===== src/rtl/pc_pkg.sv =====
// Shared definitions for the fetch-PC predictor.
//   ctr_t        : 2-bit branch direction counter encoding (SNT/WNT/WT/ST)
//   PC_RESET_VEC : default PC after reset
//   ctr_update   : next counter value for a resolved branch that hits the BTB
package pc_pkg;

    typedef enum logic [1:0] {
        SNT = 2'd0,
        WNT = 2'd1,
        WT  = 2'd2,
        ST  = 2'd3
    } ctr_t;

    localparam logic [31:0] PC_RESET_VEC = 32'h0000_0000;

    // Saturating up/down counter. Unconditional transfers pin the counter
    // at strongly-taken.
    function automatic ctr_t ctr_update(input ctr_t cur, input logic taken,
                                        input logic is_jump);
        if (is_jump)
            return ST;
        if (taken)
            return (cur == ST) ? ST : ctr_t'(cur + 2'd1);
        return (cur == SNT) ? SNT : ctr_t'(cur - 2'd1);
    endfunction

endpackage


===== src/rtl/pc_predict_if.sv =====
// Fetch-side bus between the front end and the PC predictor.
//   stall, redirect_valid/redirect_pc : PC control from the pipeline
//   upd_*                             : one resolved control transfer per cycle
//   pc, pred_taken, pred_target       : current fetch PC and its prediction
// master: pipeline side (drives control/update, reads PC).
// slave : predictor side.
interface pc_predict_if #(
    parameter int unsigned XLEN = 32
) ();

    logic            stall;
    logic            redirect_valid;
    logic [XLEN-1:0] redirect_pc;
    logic            upd_valid;
    logic [XLEN-1:0] upd_pc;
    logic [XLEN-1:0] upd_target;
    logic            upd_taken;
    logic            upd_is_jump;
    logic [XLEN-1:0] pc;
    logic            pred_taken;
    logic [XLEN-1:0] pred_target;

    modport master (
        output stall, redirect_valid, redirect_pc,
        output upd_valid, upd_pc, upd_target, upd_taken, upd_is_jump,
        input  pc, pred_taken, pred_target
    );

    modport slave (
        input  stall, redirect_valid, redirect_pc,
        input  upd_valid, upd_pc, upd_target, upd_taken, upd_is_jump,
        output pc, pred_taken, pred_target
    );

endinterface


===== src/rtl/pc_predict_btb.sv =====
// Direct-mapped branch target buffer.
//   clk, rst      : clock, synchronous active-high reset (clears valid+counters)
//   lookup_pc     : PC being fetched
//   pred_taken    : hit and (jump or counter >= WT), combinational
//   pred_target   : stored target when predicted taken, else lookup_pc+4
//   upd_*         : resolved control transfer to train the table
// Index = pc[IDX+1:2], tag = pc[XLEN-1:IDX+2]. Lookups read the stored
// entry only, so a same-cycle update becomes visible on the next cycle.
module btb
    import pc_pkg::*;
#(
    parameter int unsigned XLEN      = 32,
    parameter int unsigned BTB_DEPTH = 8
) (
    input  logic            clk,
    input  logic            rst,
    input  logic [XLEN-1:0] lookup_pc,
    output logic            pred_taken,
    output logic [XLEN-1:0] pred_target,
    input  logic            upd_valid,
    input  logic [XLEN-1:0] upd_pc,
    input  logic [XLEN-1:0] upd_target,
    input  logic            upd_taken,
    input  logic            upd_is_jump
);

    localparam int unsigned IDX  = $clog2(BTB_DEPTH);
    localparam int unsigned TAGW = XLEN - IDX - 2;

    logic            valid_q  [BTB_DEPTH];
    logic [TAGW-1:0] tag_q    [BTB_DEPTH];
    logic [XLEN-1:0] target_q [BTB_DEPTH];
    logic            jump_q   [BTB_DEPTH];
    ctr_t            ctr_q    [BTB_DEPTH];

    logic [IDX-1:0]  l_idx;
    logic [TAGW-1:0] l_tag;
    logic            l_hit;
    logic [IDX-1:0]  u_idx;
    logic [TAGW-1:0] u_tag;
    logic            u_hit;

    // Byte offset bits are not part of index or tag.
    logic unused_offset;
    assign unused_offset = ^{lookup_pc[1:0], upd_pc[1:0]};

    assign l_idx = lookup_pc[IDX+1:2];
    assign l_tag = lookup_pc[XLEN-1:IDX+2];
    assign u_idx = upd_pc[IDX+1:2];
    assign u_tag = upd_pc[XLEN-1:IDX+2];

    always_comb begin
        l_hit       = valid_q[l_idx] && (tag_q[l_idx] == l_tag);
        pred_taken  = l_hit && (jump_q[l_idx] || (ctr_q[l_idx] >= WT));
        pred_target = pred_taken ? target_q[l_idx] : lookup_pc + XLEN'(4);
        u_hit       = valid_q[u_idx] && (tag_q[u_idx] == u_tag);
    end

    always_ff @(posedge clk) begin
        if (rst) begin
            for (int unsigned i = 0; i < BTB_DEPTH; i++) begin
                valid_q[i] <= 1'b0;
                ctr_q[i]   <= SNT;
            end
        end else if (upd_valid) begin
            if (u_hit) begin
                ctr_q[u_idx] <= ctr_update(ctr_q[u_idx], upd_taken, upd_is_jump);
                if (upd_taken) begin
                    target_q[u_idx] <= upd_target;
                    jump_q[u_idx]   <= upd_is_jump;
                end
            end else if (upd_taken) begin
                valid_q[u_idx]  <= 1'b1;
                tag_q[u_idx]    <= u_tag;
                target_q[u_idx] <= upd_target;
                jump_q[u_idx]   <= upd_is_jump;
                ctr_q[u_idx]    <= upd_is_jump ? ST : WT;
            end
        end
    end

endmodule


===== src/rtl/pc_predict.sv =====
// Fetch PC register with BTB-based next-PC prediction.
//   clk, rst : clock, synchronous active-high reset
//   bus      : pc_predict_if.slave (stall, redirect, BTB update, pc/prediction)
//   perf_fetch, perf_redirect : saturating event counters, present only when
//                               PC_PREDICT_PERF_EN is defined
// Next-PC priority: rst, redirect, stall, predicted target, pc+4.
module pc_predict
    import pc_pkg::*;
#(
    parameter int unsigned     XLEN      = 32,
    parameter int unsigned     BTB_DEPTH = 8,
    parameter logic [XLEN-1:0] RESET_VEC = XLEN'(PC_RESET_VEC)
) (
    input  logic        clk,
    input  logic        rst,
    pc_predict_if.slave bus
`ifdef PC_PREDICT_PERF_EN
    ,
    output logic [31:0] perf_fetch,
    output logic [31:0] perf_redirect
`endif
);

    logic [XLEN-1:0] pc_q;
    logic [XLEN-1:0] pc_d;
    logic            pred_taken;
    logic [XLEN-1:0] pred_target;

    btb #(
        .XLEN      (XLEN),
        .BTB_DEPTH (BTB_DEPTH)
    ) u_btb (
        .clk         (clk),
        .rst         (rst),
        .lookup_pc   (pc_q),
        .pred_taken  (pred_taken),
        .pred_target (pred_target),
        .upd_valid   (bus.upd_valid),
        .upd_pc      (bus.upd_pc),
        .upd_target  (bus.upd_target),
        .upd_taken   (bus.upd_taken),
        .upd_is_jump (bus.upd_is_jump)
    );

    // pred_target already falls back to pc+4 on a not-taken prediction.
    always_comb begin
        pc_d = pred_target;
        if (bus.redirect_valid)
            pc_d = bus.redirect_pc;
        else if (bus.stall)
            pc_d = pc_q;
    end

    always_ff @(posedge clk) begin
        if (rst)
            pc_q <= RESET_VEC;
        else
            pc_q <= pc_d;
    end

    assign bus.pc          = pc_q;
    assign bus.pred_taken  = pred_taken;
    assign bus.pred_target = pred_target;

`ifdef PC_PREDICT_PERF_EN
    always_ff @(posedge clk) begin
        if (rst) begin
            perf_fetch    <= '0;
            perf_redirect <= '0;
        end else if (bus.redirect_valid) begin
            if (perf_redirect != '1)
                perf_redirect <= perf_redirect + 32'd1;
        end else if (!bus.stall) begin
            if (perf_fetch != '1)
                perf_fetch <= perf_fetch + 32'd1;
        end
    end
`endif

endmodule


===== src/flat_wrapper.sv =====
// flat-port wrapper written by rule: the top's interface ports become plain ports
module pc_predict_flat import pc_pkg::*;
#(
    parameter int unsigned     XLEN      = 32,
    parameter int unsigned     BTB_DEPTH = 8,
    parameter logic [XLEN-1:0] RESET_VEC = XLEN'(PC_RESET_VEC)
)
  (clk, rst, bus_stall, bus_redirect_valid, bus_redirect_pc, bus_upd_valid, bus_upd_pc, bus_upd_target, bus_upd_taken, bus_upd_is_jump, bus_pc, bus_pred_taken, bus_pred_target);
  pc_predict_if #(.XLEN(XLEN)) bus_i ();
  input  logic clk;
  input  logic rst;
  input wire logic [$bits(bus_i.stall)-1:0] bus_stall;
  input wire logic [$bits(bus_i.redirect_valid)-1:0] bus_redirect_valid;
  input wire logic [$bits(bus_i.redirect_pc)-1:0] bus_redirect_pc;
  input wire logic [$bits(bus_i.upd_valid)-1:0] bus_upd_valid;
  input wire logic [$bits(bus_i.upd_pc)-1:0] bus_upd_pc;
  input wire logic [$bits(bus_i.upd_target)-1:0] bus_upd_target;
  input wire logic [$bits(bus_i.upd_taken)-1:0] bus_upd_taken;
  input wire logic [$bits(bus_i.upd_is_jump)-1:0] bus_upd_is_jump;
  output wire logic [$bits(bus_i.pc)-1:0] bus_pc;
  output wire logic [$bits(bus_i.pred_taken)-1:0] bus_pred_taken;
  output wire logic [$bits(bus_i.pred_target)-1:0] bus_pred_target;
  assign bus_i.stall = bus_stall;
  assign bus_i.redirect_valid = bus_redirect_valid;
  assign bus_i.redirect_pc = bus_redirect_pc;
  assign bus_i.upd_valid = bus_upd_valid;
  assign bus_i.upd_pc = bus_upd_pc;
  assign bus_i.upd_target = bus_upd_target;
  assign bus_i.upd_taken = bus_upd_taken;
  assign bus_i.upd_is_jump = bus_upd_is_jump;
  assign bus_pc = bus_i.pc;
  assign bus_pred_taken = bus_i.pred_taken;
  assign bus_pred_target = bus_i.pred_target;
  pc_predict #(.XLEN(XLEN), .BTB_DEPTH(BTB_DEPTH), .RESET_VEC(RESET_VEC)) u_core (.clk(clk), .rst(rst), .bus(bus_i));
endmodule

===== config.mk =====
export PLATFORM = sky130hd
export DESIGN_NAME = pc_predict_flat
export DESIGN_NICKNAME = d
export VERILOG_FILES = /design/src/rtl/pc_pkg.sv /design/src/rtl/pc_predict_if.sv /design/src/rtl/pc_predict_btb.sv /design/src/rtl/pc_predict.sv /design/src/flat_wrapper.sv
export SDC_FILE = /design/constraint.sdc
export NUM_CORES = 1
export LEC_CHECK = 0
export ABC_AREA = 0
export BUFFER_PORTS_ARGS = -buffer_cell sky130_fd_sc_hd__buf_2
export CAP_MARGIN = 20
export CORE_ASPECT_RATIO = 0.9
export CORE_MARGIN = 5
export CORE_UTILIZATION = 50
export CTS_CLUSTER_SIZE = 14
export DETAILED_ROUTE_END_ITERATION = 12
export GPL_ROUTABILITY_DRIVEN = 0
export MAX_ROUTING_LAYER = met4
export PLACE_DENSITY = 0.68
export SLEW_MARGIN = 20
export SYNTH_ARGS = -nofsm -noshare
export SYNTH_HDL_FRONTEND = slang
export SYNTH_SLANG_ARGS = --single-unit

===== constraint.sdc =====
create_clock -name clk -period 5.8 [get_ports clk]
set_input_delay 0.29 -clock clk [delete_from_list [all_inputs] [get_ports clk]]
set_output_delay 0.29 -clock clk [all_outputs]
set_load 0.01 [all_outputs]

Word-level counts from Yosys, hierarchy flattened
Memory sizes are Yosys's and may differ from the RTL's. A register that Yosys moved wholly into a read port is not among the register bits.
Cells that the tools add are included.
- input port bits: 103
- word-level logic and storage cells: 79
- output and inout bits: 65
- bits in writable memories: 504
- memories: 5
- register bits after elaboration: 32
- memories (name ; depth ; bits a word ; rd ports ; clocked after memory_dff ; wr ports ; RTL line ; text):
    u_core.u_btb.target_q ; 8 ; 32 ; 1 ; 1 ; 1 ; pc_predict_btb.sv:32 ; logic [XLEN-1:0] target_q [BTB_DEPTH];
    u_core.u_btb.tag_q ; 8 ; 27 ; 2 ; 1 ; 1 ; pc_predict_btb.sv:31 ; logic [TAGW-1:0] tag_q [BTB_DEPTH];
    u_core.u_btb.ctr_q ; 8 ; 2 ; 2 ; 1 ; 8 ; pc_predict_btb.sv:34 ; ctr_t ctr_q [BTB_DEPTH];
    u_core.u_btb.jump_q ; 8 ; 1 ; 1 ; 1 ; 1 ; pc_predict_btb.sv:33 ; logic jump_q [BTB_DEPTH];
    u_core.u_btb.valid_q ; 8 ; 1 ; 2 ; 1 ; 8 ; pc_predict_btb.sv:30 ; logic valid_q [BTB_DEPTH];
- reductions and logical operators: 7
- bitwise operators: 3
- equality and inequality tests: 4
- $add $sub $neg: 3
- multiplexer cells: 55
- $lt $le $gt $ge: 1
- operators with widths (kind ; count):
    $mux W32 ; 4
    $eq A27 B27 Y1 ; 2
    $mux W3 ; 12
    $add A32 B3 Y32 const B ; 1
    $mux W1 ; 28
    $mux W2 ; 11
    $logic_and A1 B1 Y1 ; 3
    $or A1 B1 Y1 ; 3
    $add A2 B1 Y2 const B ; 1
    $eq A2 B2 Y1 const B ; 1
    $ge A2 B2 Y1 const B ; 1
    $logic_not A2 Y1 ; 1
    $ne A2 B1 Y1 const B ; 1
    $reduce_or A2 Y1 ; 1
    $sub A2 B1 Y2 const B ; 1
    $logic_or A1 B1 Y1 ; 1
    $reduce_or A1 Y1 ; 1

Logic depth before layout (Yosys ltp)
Gate-level depths: netlist of run 1.
An unclocked memory read counts as a cell.
- depth in word-level cells: 17
- mapped depth: 13
- gate-level depth less buffers: 9

Modules after synthesis
A second synthesis of run 1 with hierarchy kept.
- cells, all modules: 1371
- area total of the unflattened synthesis: 24039.3 µm²
- by module, submodules not included (module ; sequential area each (µm²) ; area an instance (µm²) ; cells each ; instances):
    btb ; 15054.4 ; 22529.1 ; 1229 ; 1
    pc_predict ; 640.6 ; 1510.2 ; 142 ; 1

Worst setup path after synthesis of run 1
No wires, ideal clock.
- path type: input-to-reg
- start: in bus_upd_pc[4]
- end: mem u_core.u_btb.tag_q[3][0] (netlist name) (enable)
- data arrival time: 4043 ps
- stages on the path: 12
- library setup time: 445 ps
- path buffers: 4
- required time: 5355 ps
- path slack: 1313 ps
- cells stage by stage: buf_2 -> buf_2 -> buf_2 -> mux2i_1 -> nand2_1 -> a31o_2 -> o2111ai_1 -> and4b_1 -> nand4_1 -> nand3_2 -> buf_4 -> nor3_1
- word-level cells in the longest chain between the ends: 7
- elaborated cells on any way between the ends: 8
- those cells by class: eq/ne: 1; mux: 4; reduce/logical: 1; memory: 2
- ends and longest elaborated chain (item ; RTL line ; text):
    start: declaration ; flat_wrapper.sv:16 ; input wire logic [$bits(bus_i.upd_pc)-1:0] bus_upd_pc;
    $mem_v2 Z8 W27 ; - ;
    $eq A27 B27 Y1 ; pc_predict_btb.sv:56 ; u_hit = valid_q[u_idx] && (tag_q[u_idx] == u_tag);
    $logic_and A1 B1 Y1 ; pc_predict_btb.sv:56 ;
    $mux W1 ; pc_predict_btb.sv:66 ; if (u_hit) begin
    $mux W1 ; pc_predict_btb.sv:65 ; end else if (upd_valid) begin
    $mux W1 ; pc_predict_btb.sv:60 ; if (rst) begin
    $mux W1 (not written as such) ; pc_predict_btb.sv:74 ; tag_q[u_idx] <= u_tag;
    end: declaration ; pc_predict_btb.sv:31 ;
Parallel ways exist; a longest one is shown, timed or not.

==> results.sh, run 1 <==
export IMPL_cts_sinks=539
export IMPL_globalRouteOverflowTotal=0
export IMPL_p_switching_mw=2.02
export IMPL_ios=168
export IMPL_drive_gt1_share_pct=25.8
export IMPL_share_seq_of_total_power_pct=49.7
export IMPL_grtUsageTotal_pct=24.8
export IMPL_synthSimpleGateAreaFrac_pct=5.24
export IMPL_rr_worst_depth=10
export IMPL_ys_warn_count=0
export IMPL_tightest_slew_ns=0.954
export IMPL_ys_ff_latch=539
export IMPL_worstPathRequired_ns=5.51
export IMPL_ant_nets=0
export IMPL_syn_nets=1615
export IMPL_rsz0062_at_grt="no"
export IMPL_dieArea_um2=53900
export IMPL_synth_top_area_share_pct=60.4
export IMPL_place_detailed_hpwl_um=43200
export IMPL_crit_path_start_kind="flip-flop"
export IMPL_finalSetupViolCount=0
export IMPL_synth_compound_area_share_pct=6.54
export IMPL_critPathMaxFanout=32
export IMPL_status="finished clean"
export IMPL_p_leak_nw=9.71
export IMPL_p_comb_share_pct=9.8
export IMPL_row_count=77
export IMPL_core_area_um2=48900
export IMPL_crit_path_end_kind="output port"
export IMPL_finalHoldViolations=0
export IMPL_fmax_mhz=190
export IMPL_grt_max_degree=72
export IMPL_syn_cell_area_um2=24700
export IMPL_synth_flop_cell="edfxtp_1"
export IMPL_maxSlewHeadroom_pct=36.3
export IMPL_cts_hold_buffers_added=62
export IMPL_worst_ir_drop_vdd_v=0.000288
export IMPL_finalWirelength_um=65500
export IMPL_worstPathArrival_ns=4.97
export IMPL_syn_inst=1511
export IMPL_grt_pass1_vias=15100
export IMPL_htreeDepth=2
export IMPL_slew_violations=0
export IMPL_cts_root_buf="clkbuf_16"
export IMPL_die_h_um=221
export IMPL_p_int_mw=6.76
export IMPL_synth_xor_area_share_pct=2.06
export IMPL_io_buffers=165
export IMPL_cts_buffers=53
export IMPL_synthArstFlopShare_pct=0
export IMPL_clock_latency_ns=0.62
export IMPL_r2r_setup_slack_ns=1.32
export IMPL_cts_path_max_buffers=3
export IMPL_start_util_pct=50.4
export IMPL_final_cell_mix="edfxtp_1 (496), mux2i_1 (190), buf_2 (164), mux4_2 (107), nand2_1 (72)"
export IMPL_syn_area_per_cell_um2=16.3
export IMPL_synth_seq_area_share_pct=63.9
export IMPL_clkPwrFrac_pct=40.5
export IMPL_wire_per_inst_um=27.0
export IMPL_drtIter0Drc=1615
export IMPL_fin_crit_ns=5.26
export IMPL_synth_area_top_cells="edfxtp_1 (60%), mux4_2 (9.8%), mux2i_1 (7.7%)"
export IMPL_power_density_nw_per_um2=307
export IMPL_synth_top_family_by_area="multiplexers"
export IMPL_tritoncts="built"
export IMPL_crit_type="flip-flop to output port"
export IMPL_synth_edf_count=496
export IMPL_fin_worst_skew_ns=0.0393
export IMPL_clk_pin_slew_ns=0.06
export IMPL_maxCapViolCount=0
export IMPL_first_pass_iters=6
export IMPL_yosysTopAreaCell="edfxtp_1"
export IMPL_area_delta_synth_final_pct=16.1
export IMPL_final_common_cell="edfxtp_1"
export IMPL_nets=1849
export IMPL_routed_via_count=15000
export IMPL_endpoint="bus_pred_target[22]"
export IMPL_fillers=3722
export IMPL_synth_distinct_cells=67
export IMPL_cts_resized_gates=0
export IMPL_fin_tns_setup_ns=0
export IMPL_drcViolationCount=0
export IMPL_grt_pass1_wl_um=97500
export IMPL_cts_setup_buffers=0
export IMPL_viasPerCell=6.20
export IMPL_fin_crit_sh_pct=90.6
export IMPL_synth_fa_ha_area_share_pct=0.132
export IMPL_synthMuxAreaShare_pct=18.9
export IMPL_switching_share_pct=23.0
export IMPL_grt_antenna_before_repair=4
export IMPL_fp_dieW_um=244
export IMPL_total_power_mw=8.78
export IMPL_hold_class="input pin to flip-flop"
[cells by family after synthesis]
family | Yosys count
AO/OA/AOI/OAI | 212
multiplexers | 314
flip-flops | 539
XOR/XNOR | 58
adder cells (fa/ha/maj) | 3
AND/OR/NAND/NOR | 250
buffers and inverters | 135
[per-stage QoR]
stage / cell area (µm²) / hold WS (ns) / instances / utilization (%) / setup slack [ns]
detailed placement: 26200 / 0.469 / 2260 / 53.5 / 1.17
global placement: 26200 / 0.466 / 2259 / 53.5 / 1.27
global route: 28600 / 0.0217 / 2424 / 58.5 / 0.290
floorplan: 24700 / 0.389 / 1511 / - / 1.31
finish: 28600 / 0.0223 / 2424 / 58.5 / 0.543
CTS: 28600 / 0.00611 / 2420 / 58.5 / 0.512
[synthesized netlist by cell type (13+ instances only)]
cell and count:
nand4_1 20, o32ai_1 24, buf_2 22, nand2_1 73, o21ai_0 16, a211oi_1 17, mux2i_1 190, xnor2_1 51
a22oi_1 32, dfxtp_1 43, inv_1 41, nand3_1 25, a22o_1 13, buf_6 18, mux4_2 107, a21oi_1 13
clkbuf_1 38, a31o_2 25, nor3_1 24, nor2_1 39, edfxtp_1 496
[state kept, by name, indices dropped and copies added, names as in the netlist, named ones only]
| name | flops |
|---|---|
| u_core.bus.pc | 32 |
| u_core.u_btb.ctr_q | 16 |
| u_core.u_btb.jump_q | 8 |
| u_core.u_btb.tag_q | 216 |
| u_core.u_btb.target_q | 256 |
| u_core.u_btb.valid_q | 8 |
[power by group through the flow]
stage / registers [mW] / clock network (mW) / logic [mW]
3_5_place_dp: 4.45 / 0 / 0.818
4_1_cts: 4.36 / 3.60 / 0.857
5_1_grt: 4.37 / 3.76 / 0.916
3_3_place_gp: 4.44 / 0 / 0.804
6_report: 4.36 / 3.55 / 0.860
2_1_floorplan: 4.42 / 0 / 0.544
[critical path, cell delays in order (launching register included)]
cell and delay [ns]:
dfxtp_4 0.57, buf_12 0.30, mux4_2 0.53, mux2i_1 0.49
xnor2_1 0.26, o2111ai_1 0.26, nor4_2 0.40, nand3_2 0.56
buf_4 0.41, mux2i_1 0.31, buf_2 0.20
[layout make-up]
type	instances	area [µm²]	share of cell area [%]
timing repair buffer	273	1880	6.55
clock buffer	77	1530	5.33
antenna	4	10.0	0.0349
clock inverter	21	275	0.961
inverter	41	154	0.537
sequential	539	15800	55.0
tap	632	791	2.76
multi-input combinational	837	8240	28.8
[how the worst min path moves through the flow]
stage                            start  slack, ns                         to  depth (start not counted)
6_report                bus_upd_pc[17]       0.02  u_core.u_btb.tag_q[2][12]                          1
5_1_grt                  bus_upd_pc[6]       0.02   u_core.u_btb.tag_q[1][1]                          1
4_1_cts                 bus_upd_pc[17]      0.006  u_core.u_btb.tag_q[2][12]                          1
3_5_place_dp   u_core.u_btb.valid_q[3]       0.47    u_core.u_btb.valid_q[3]                          2
3_3_place_gp   u_core.u_btb.valid_q[3]       0.47    u_core.u_btb.valid_q[3]                          2
2_1_floorplan          bus_upd_is_jump       0.39     u_core.u_btb.jump_q[0]                          0
[routing by layer]
layer,up-vias,share of wire [%],track usage (%)
met5,-,0,-
met4,0,2.4,6.81
met3,120,8.9,4.71
met2,687,48,39.4
met1,7605,41,33.5
li1,6618,-,-
Power figures use the tool's default switching activity.
==> inputs of run 2 (changes only) <==
Settings changed: SYNTH_HIERARCHICAL set to 1.
==> run 2 against run 1 <==
Via count is 5.6% lower. Clock skew shrank 0.019 ns. Wire length down 6.1%. Critical path depth unchanged. Sequential share of layout area increased by 0.58 points. Die area decreased by 2.5%. Register-to-register slack got worse by 0.06 ns. Cell area fell by 1.4%. Worst setup slack improved by 0.055 ns. Combinational power down 5.9%. Maximum frequency up 1.1%.
==> results.sh, run 2 <==
export IMPL_row_count=76
export IMPL_fin_tns_setup_ns=0
export IMPL_final_cell_mix="edfxtp_1 (496), buf_2 (164), mux4_2 (147), mux2i_1 (128), dlygate4sd3_1 (88)"
export IMPL_synth_most_common_cell="edfxtp_1"
export IMPL_hold_class="input pin to flip-flop"
export IMPL_p_leak_nw=9.36
export IMPL_start_util_pct=50.4
export IMPL_area_delta_synth_final_pct=17.5
export IMPL_fin_worst_skew_ns=0.0206
export IMPL_fin_crit_sh_pct=89.7
export IMPL_viasPerCell=6.14
export IMPL_grt_pass1_vias=14400
export IMPL_globalRouteOverflowTotal=0
export IMPL_drtIter0Drc=1431
export IMPL_grt_max_degree=65
export IMPL_stdcell_count=2309
export IMPL_synthArstFlopShare_pct=0
export IMPL_finalHoldViolations=0
export IMPL_syn_area_per_cell_um2=17.5
export IMPL_yosys_top_cells_count="edfxtp_1 (496), mux4_2 (147), mux2i_1 (128), mux2_2 (49), a211oi_1 (41)"
export IMPL_largest_register="u_core/u_btb/target_q"
export IMPL_finalWirelength_um=61500
export IMPL_finalSetupViolCount=0
export IMPL_synth_flop_cell="edfxtp_1"
export IMPL_tritoncts="built"
export IMPL_crit_path_start_kind="flip-flop"
export IMPL_htreeDepth=2
export IMPL_post_route_cell_area_um2=28200
export IMPL_synth_distinct_cells=59
export IMPL_die_h_um=218
export IMPL_clk_pin_slew_ns=0.06
export IMPL_grtUsageTotal_pct=24.1
export IMPL_final_common_cell="edfxtp_1"
export IMPL_dp_cells=2114
export IMPL_yosysTopAreaCell="edfxtp_1"
export IMPL_grt_antenna_before_repair=6
export IMPL_cts_path_max_buffers=3
export IMPL_maxSlewHeadroom_pct=21.9
export IMPL_fp_dieW_um=241
export IMPL_synth_seq_area_share_pct=65.3
export IMPL_synth_top_area_share_pct=62.0
export IMPL_drive_gt1_share_pct=30.4
export IMPL_cts_resized_gates=0
export IMPL_dieArea_um2=52600
export IMPL_grt_pass1_wl_um=91400
export IMPL_routed_via_count=14200
export IMPL_slew_violations=0
export IMPL_placed_cell_area_um2=25600
export IMPL_status="finished clean"
export IMPL_core_area_um2=47700
export IMPL_wire_per_inst_um=26.7
export IMPL_worstPathArrival_ns=4.91
export IMPL_syn_cell_area_um2=24000
export IMPL_crit_type="flip-flop to output port"
export IMPL_ant_nets=0
export IMPL_syn_inst=1371
export IMPL_worstPathRequired_ns=5.51
export IMPL_first_pass_iters=6
export IMPL_cts_root_buf="clkbuf_16"
export IMPL_tightest_slew_ns=1.17
export IMPL_power_density_nw_per_um2=305
export IMPL_synth_area_top_cells="edfxtp_1 (62%), mux4_2 (14%), mux2i_1 (5.3%)"
export IMPL_crit_path_end_kind="output port"
export IMPL_maxCapViolCount=0
export IMPL_rsz0062_at_grt="no"
export IMPL_syn_nets=1475
export IMPL_ios=168
export IMPL_drcViolationCount=0
export IMPL_place_detailed_hpwl_um=37800
export IMPL_ys_warn_count=6
export IMPL_critPathMaxFanout=40
export IMPL_synth_edf_count=496
export IMPL_fin_crit_ns=5.20
export IMPL_ys_ff_latch=536
export IMPL_largest_register_ffs=256
export IMPL_io_buffers=165
export IMPL_fmax_mhz=192
export IMPL_cts_buffers=56
export IMPL_worst_ir_drop_vdd_v=0.000234
export IMPL_clock_latency_ns=0.62
export IMPL_cts_sinks=536
export IMPL_nets=1740
run 2: cells by family (layout without fill, tap and decap cells):
family / after synthesis / after routing / share of synthesized area (%)
AO/OA/AOI/OAI: 146 / 146 / 4.11
AND/OR/NAND/NOR: 194 / 194 / 4.38
XOR/XNOR: 72 / 72 / 2.62
flip-flops: 536 / 536 / 65.3
adder cells (fa/ha/maj): 1 / 1 / 0.0520
multiplexers: 324 / 324 / 21.4
other: 0 / 4 / 0
buffers and inverters: 98 / 408 / 2.15
run 2: worst paths after layout:
kind	slack, ns	from	cells past startpoint	end
setup / recovery	0.60	u_core/bus.pc[2]	10	bus_pred_target[20]
hold reg to reg	0.49	u_core/u_btb/valid_q[4]	1	u_core/u_btb/valid_q[4]
hold / removal	0.03	bus_redirect_pc[14]	3	u_core/bus.pc[14]
setup reg to reg	1.26	u_core/bus.pc[2]	11	u_core/bus.pc[20]
run 2: critical path, cell delays in order (launching register included):
cell and delay, ns:
dfxtp_4 0.88, buf_4 0.42, mux4_2 0.53, mux2i_1 0.33, xnor2_1 0.15, nor4_1 0.31
nand3_1 0.12, nor4_2 0.40, buf_12 0.31, mux2i_1 0.51, buf_2 0.24
run 2: routing by layer:
layer  share of wire, %  vias to the layer above  GRT usage, %
met5                  0                        -             -
met4                1.7                        0          5.25
met3                8.6                       75          5.10
met2                 48                      627          37.7
met1                 41                     7356          33.3
li1                   -                     6129             -
run 2: repair_timing:
| action | CTS | global route |
|---|---|---|
| endpoints found under the setup margin | 0 | 0 |
| hold buffers | 88 | 0 |
| buffers inserted | 0 | 0 |
| hold endpoints to repair | 503 | 0 |
run 2: area by class of cell:
type	instances	area, µm²
Fill cell	3596	19500
Clock inverter	32	272
Antenna cell	4	10.0
Clock buffer	71	1490
Tap cell	624	781
Timing Repair Buffer	293	2030
Sequential cell	536	15700
Inverter	12	45.0
Multi-Input combinational cell	737	7900
run 2: metrics by stage:
step                utilization [%]  power [mW]  setup WS, ns  hold WS (ns)
floorplan                         -        4.93         0.897         0.363
global placement               53.6        5.21          1.04         0.461
detailed placement             53.6        5.22          1.03         0.475
CTS                            59.1        8.68         0.481       0.00125
global route                   59.1        8.92         0.273        0.0300
finish                         59.2        8.63         0.598        0.0345
run 2: report_power, final:
part           total [mW]  internal [mW]  switching (mW)
clock network        3.43           1.95            1.48
logic               0.809          0.383           0.425
registers            4.39           4.28           0.102
